<file path="config.mk">
export PLATFORM = sky130hd
export DESIGN_NAME = spi_target
export DESIGN_NICKNAME = d
export VERILOG_FILES = /design/src/rtl/spi_sync.sv /design/src/rtl/spi_target.sv
export SDC_FILE = /design/constraint.sdc
export NUM_CORES = 1
export LEC_CHECK = 0
export ABC_AREA = 1
export CAP_MARGIN = 20
export CELL_PAD_IN_SITES_DETAIL_PLACEMENT = 1
export CELL_PAD_IN_SITES_GLOBAL_PLACEMENT = 2
export CORE_ASPECT_RATIO = 1.75
export CORE_MARGIN = 4
export CORE_UTILIZATION = 30
export DETAILED_ROUTE_END_ITERATION = 7
export GPL_ROUTABILITY_DRIVEN = 0
export PLACE_DENSITY_LB_ADDON = 0.1
export SYNTH_ARGS = -nofsm -noshare
export SYNTH_HDL_FRONTEND = slang
export SYNTH_HIERARCHICAL = 1
export SYNTH_SLANG_ARGS = --single-unit
</file>
<file path="constraint.sdc">
create_clock -name clk -period 1.3 [get_ports clk]
set_clock_uncertainty 0.1 [all_clocks]
set_input_delay 0.26 -clock clk [delete_from_list [all_inputs] [get_ports clk]]
set_output_delay 0.26 -clock clk [all_outputs]
set_load 0.01 [all_outputs]
</file>
<file path="src/rtl/spi_sync.sv">
// N-stage flop synchronizer for one asynchronous input.
// The reset value is a parameter so idle-high inputs can reset high.
module spi_sync #(
    parameter int N       = 2,
    parameter bit RST_VAL = 1'b0
) (
    input  logic clk,
    input  logic resetq,
    input  logic d,
    output logic q
);

    logic [N-1:0] ff;

    always_ff @(posedge clk or negedge resetq) begin
        if (!resetq) begin
            ff <= {N{RST_VAL}};
        end else begin
            ff <= {ff[N-2:0], d};
        end
    end

    assign q = ff[N-1];

endmodule

</file>
<file path="src/rtl/spi_target.sv">
// SPI mode-0 target with 8-bit rx register and one-deep tx holding register.
// All SPI pins are oversampled by clk; sck must run at clk/8 or slower.
module spi_target #(
    parameter int         SYNC_STAGES = 2,
    parameter logic [7:0] IDLE_BYTE   = 8'hFF
) (
    input  logic       clk,
    input  logic       resetq,
    input  logic       sck,
    input  logic       cs_n,
    input  logic       mosi,
    output logic       miso,
    output logic       miso_oe,
    input  logic       rd,
    input  logic       wr,
    input  logic [7:0] tx_data,
    output logic [7:0] rx_data,
    output logic       valid,
    output logic       tx_full,
    output logic       overrun,
    output logic       selected
);

    localparam logic ST_IDLE = 1'b0;
    localparam logic ST_SEL  = 1'b1;

    logic       state;
    logic       state_nx;
    logic       sck_s;
    logic       cs_s;
    logic       mosi_s;
    logic       sck_q;
    logic       cs_q;
    logic [2:0] cnt;
    logic [7:0] rx_sh;
    logic [7:0] tx_sh;
    logic [7:0] hold;

    spi_sync #(.N(SYNC_STAGES), .RST_VAL(1'b0)) u_sync_sck (
        .clk(clk), .resetq(resetq), .d(sck), .q(sck_s)
    );
    spi_sync #(.N(SYNC_STAGES), .RST_VAL(1'b1)) u_sync_cs (
        .clk(clk), .resetq(resetq), .d(cs_n), .q(cs_s)
    );
    spi_sync #(.N(SYNC_STAGES), .RST_VAL(1'b0)) u_sync_mosi (
        .clk(clk), .resetq(resetq), .d(mosi), .q(mosi_s)
    );

    logic sck_rise;
    logic sck_fall;
    logic cs_fall;
    logic cs_rise;
    logic enter;
    logic in_sel;
    logic load;
    logic done;
    logic [7:0] rx_byte;

    assign sck_rise = sck_s & ~sck_q;
    assign sck_fall = ~sck_s & sck_q;
    assign cs_fall  = ~cs_s & cs_q;
    assign cs_rise  = cs_s & ~cs_q;
    assign in_sel   = (state == ST_SEL);
    assign enter    = (state == ST_IDLE) & cs_fall;
    // Byte boundary fall reloads instead of shifting.
    assign load     = enter | (in_sel & sck_fall & (cnt == 3'd0));
    assign done     = in_sel & sck_rise & (cnt == 3'd7);
    assign rx_byte  = {rx_sh[6:0], mosi_s};

    always_ff @(posedge clk or negedge resetq) begin
        if (!resetq) begin
            state <= ST_IDLE;
        end else begin
            state <= state_nx;
        end
    end

    always_comb begin
        state_nx = state;
        unique case (state)
            ST_IDLE: if (cs_fall) state_nx = ST_SEL;
            ST_SEL:  if (cs_rise) state_nx = ST_IDLE;
            default: state_nx = ST_IDLE;
        endcase
    end

    always_comb begin
        selected = (state == ST_SEL);
        miso_oe  = selected;
        miso     = tx_sh[7];
    end

    always_ff @(posedge clk or negedge resetq) begin
        if (!resetq) begin
            sck_q   <= 1'b0;
            cs_q    <= 1'b1;
            cnt     <= 3'd0;
            rx_sh   <= 8'h00;
            tx_sh   <= 8'h00;
            hold    <= 8'h00;
            rx_data <= 8'h00;
            valid   <= 1'b0;
            tx_full <= 1'b0;
            overrun <= 1'b0;
        end else begin
            sck_q <= sck_s;
            cs_q  <= cs_s;
            if (enter) begin
                cnt <= 3'd0;
            end else if (in_sel & sck_rise) begin
                cnt   <= cnt + 3'd1;
                rx_sh <= rx_byte;
            end
            if (load) begin
                tx_sh <= tx_full ? hold : IDLE_BYTE;
            end else if (in_sel & sck_fall) begin
                tx_sh <= {tx_sh[6:0], 1'b0};
            end
            // A write racing a load refills the holding register.
            if (wr) begin
                hold    <= tx_data;
                tx_full <= 1'b1;
            end else if (load) begin
                tx_full <= 1'b0;
            end
            if (done) begin
                rx_data <= rx_byte;
            end
            valid <= done | (valid & ~rd);
            if (rd) begin
                overrun <= 1'b0;
            end else if (done & valid) begin
                overrun <= 1'b1;
            end
        end
    end

endmodule

</file>
==> flow_summary.ini <==
[run_status]
outcome = finished with violations
violations = negative setup slack

[die]
dieArea_mm2 = 0.00769
start_util_pct = 30.6
top_level_ports = 29
die_y_um = 113
fp.dieW_um = 68.0
coreArea_mm2 = 0.00618
rows = 38

[drt]
routed_wl_mm = 4.76
drtAntennaViolNets = 0
drc = 0
drtPass1Iterations = 4
drt_iter0_drc = 23
vias_per_cell = 4.50
wl_per_cell_um = 14.9
num_vias = 1435

[timing]
relSlewSlack_pct = 75.4
final.period_utilization_pct = 107
timing.final.hold_violations = 0
rsz0062_at_grt = true
fmax_mhz = 719
final_max_slew_viol_count = 0
setup_viol = 22
worst_pin_slew_ns = 0.369
setup_ws_ns = -0.0900
fin_crit_ns = 1.39

[yosys]
synth_top_area_share_pct = 56.9
avgSynthCellArea_um2 = 10.3
synthCells = 184
ys_types = 21
synth_fp_nets = 202
synth_seq_area_share_pct = 61.0
synthTopCellsByArea = dfrtp_1, nand2_1, mux2_2
yosysWarnings = 6
synth_edf_count = 0
ys_ff_latch = 46
synthFlopType = dfrtp_1
synth.top_cells.by_count = dfrtp_1, nand2_1, inv_1, nor2_1, o21ai_0
ys_async_sr_fraction_pct = 100
yosysTopAreaCell = dfrtp_1
syn_area_mm2 = 0.00189

[clocking]
cts-root-buf = clkbuf_8
cts_tree = built
cts.htree.levels = 2
cts_made_buffers = 5
insertion_delay_ns = 0.30
cts.sinks = 46
path_clk_slew_ns = 0.09
clock_path_buffers = 2

[setup_path]
path_cells = ha_2, ha_4, inv_2, nor2_4, inv_4, buf_12, nand2_1, o21ai_2
crit_fanout = 8
r2r_slack_ns = -0.09
startpoint_type = flip-flop
max_stage_delay_ns = 0.39
path_class = reg2reg
slowest_stage = dfrtp_1
crit_arrival_ns = 1.49
end_kind = flip-flop
cp.required_ns = 1.40

[flow_run]
max-cap-violations = 0

[global_routing]
grt_max_degree = 33
first_global_vias = 1663
grt_antenna_before_repair = 0
grtUsageTotal_pct = 13.6
grt_pass1_wl_mm = 7.94
grt-ovfl-total = 0

[finish]
finish.net_count = 256
area_delta_synth_final_pct = 41.4
diodes = 0
nFillCells = 700
drive_above_1_share_pct = 40.6

[pwr]
ir_drop_uv = 714
p_per_area_mw_per_mm2 = 1530
total_power_mw = 4.10
p_leak_nw = 1.25

[placed_design]
dp.final_hpwl_mm = 3.36
port_buffers = 28
pre_cts_slack_ns = -0.180

[hold_path]
hp-class = reg2reg
final cells by class:
| type | instances | area, um^2 | area share, % |
|---|---|---|---|
| clock buffers | 5 | 68.8 | 2.57 |
| clock inverters | 3 | 45.0 | 1.68 |
| inverters | 19 | 78.8 | 2.95 |
| multi-input cells | 112 | 718 | 26.8 |
| flip-flops and latches | 46 | 1150 | 43.2 |
| well taps | 80 | 100 | 3.74 |
| repair buffers | 54 | 509 | 19.0 |
cells by family after synthesis:
| group | synth area share (%) |
|---|---|
| AO/OA/AOI/OAI | 8.40 |
| adder cells (fa/ha/maj) | 1.98 |
| buffers and inverters | 6.22 |
| flip-flops | 61.0 |
| multiplexers | 4.76 |
| AND/OR/NAND/NOR | 17.6 |
stage by stage:
stage          util (%)  hold slack, ns  area (um^2)  TNS [ns]  std cells
2_1_floorplan         -          -0.136         1900   -0.0658        184
3_3_place_gp       38.2          0.0818         2360     -2.21        299
3_5_place_dp       38.2          0.0939         2360     -3.09        299
4_1_cts            42.7           0.248         2640     -1.49        316
5_1_grt            43.3           0.245         2680     -2.91        319
6_report           43.3           0.255         2680     -1.35        319
worst max-delay path: cells and delay by family, from the launching register on:
family	cells	cell delay, ns
buf+inv	3	0.25
flops	1	0.39
fa+ha+maj	2	0.32
compound gates	1	0.05
simple gates	2	0.17
metal layers:
layer	part of all wire [%]	routed length, um	up-vias	track usage (%)
met4	1.6	77	0	4.78
met5	0	0	-	0
li1	-	-	688	-
met1	36	1700	717	14.2
met2	59	2800	24	25.4
met3	3.8	183	6	3.08
where the power goes:
group / switching [mW] / internal [mW] / total [mW]
combinational: 0.615 / 0.532 / 1.15
clock: 0.501 / 0.572 / 1.07
sequential: 0.170 / 1.71 / 1.89
flip-flops by register name, summed over array words and instances, names as in the netlist:
register,cells
u_sync_mosi/ff,2
tx_sh,8
hold,8
rx_data,8
u_sync_sck/ff,2
u_sync_cs/ff,2
cs_q,1
miso_oe,1
rx_sh,7
valid,1
tx_full,1
sck_q,1
overrun,1
cnt,3
final timing paths:
check | startpoint | to | cells after the start
worst min register to register | u_sync_mosi/ff[0] | u_sync_mosi/ff[1] | 0
max in group asynchronous | resetq | hold[5] | 3
worst max-delay path | cnt[0] | rx_data[0] | 8
worst min-delay path | u_sync_mosi/ff[0] | u_sync_mosi/ff[1] | 0
min in group asynchronous | resetq | u_sync_sck/ff[0] | 2
worst max register to register | cnt[0] | rx_data[0] | 8
layout by cell type (no fill, tap or decap), drive strengths merged:
cell / synthesis / routed
o21bai: 1 / 1
clkinvlp: 0 / 2
a21oi: 4 / 4
bufinv: 0 / 1
inv: 18 / 18
mux2: 8 / 8
dlygate4sd3: 0 / 1
clkinv: 1 / 1
buf: 5 / 33
o21ai: 21 / 21
nand3: 8 / 8
dfstp: 3 / 3
nand2: 44 / 44
nor2: 18 / 18
dfrtp: 43 / 43
clkdlybuf4s50: 0 / 13
clkbuf: 2 / 10
dlygate4sd2: 0 / 2
ha: 3 / 3
nand3b: 5 / 5
what timing repair did:
item / 4_1_cts / 5_1_grt
setup buffers: 6 / 2
gates resized for setup: 70 / 23
endpoints found under the hold margin: 11 / 0
cloned: 2 / 1
hold buffers: 1 / 0
endpoints found under the setup margin: 36 / 32
pin swaps: 8 / 2
(Power assumes the default switching activity.)
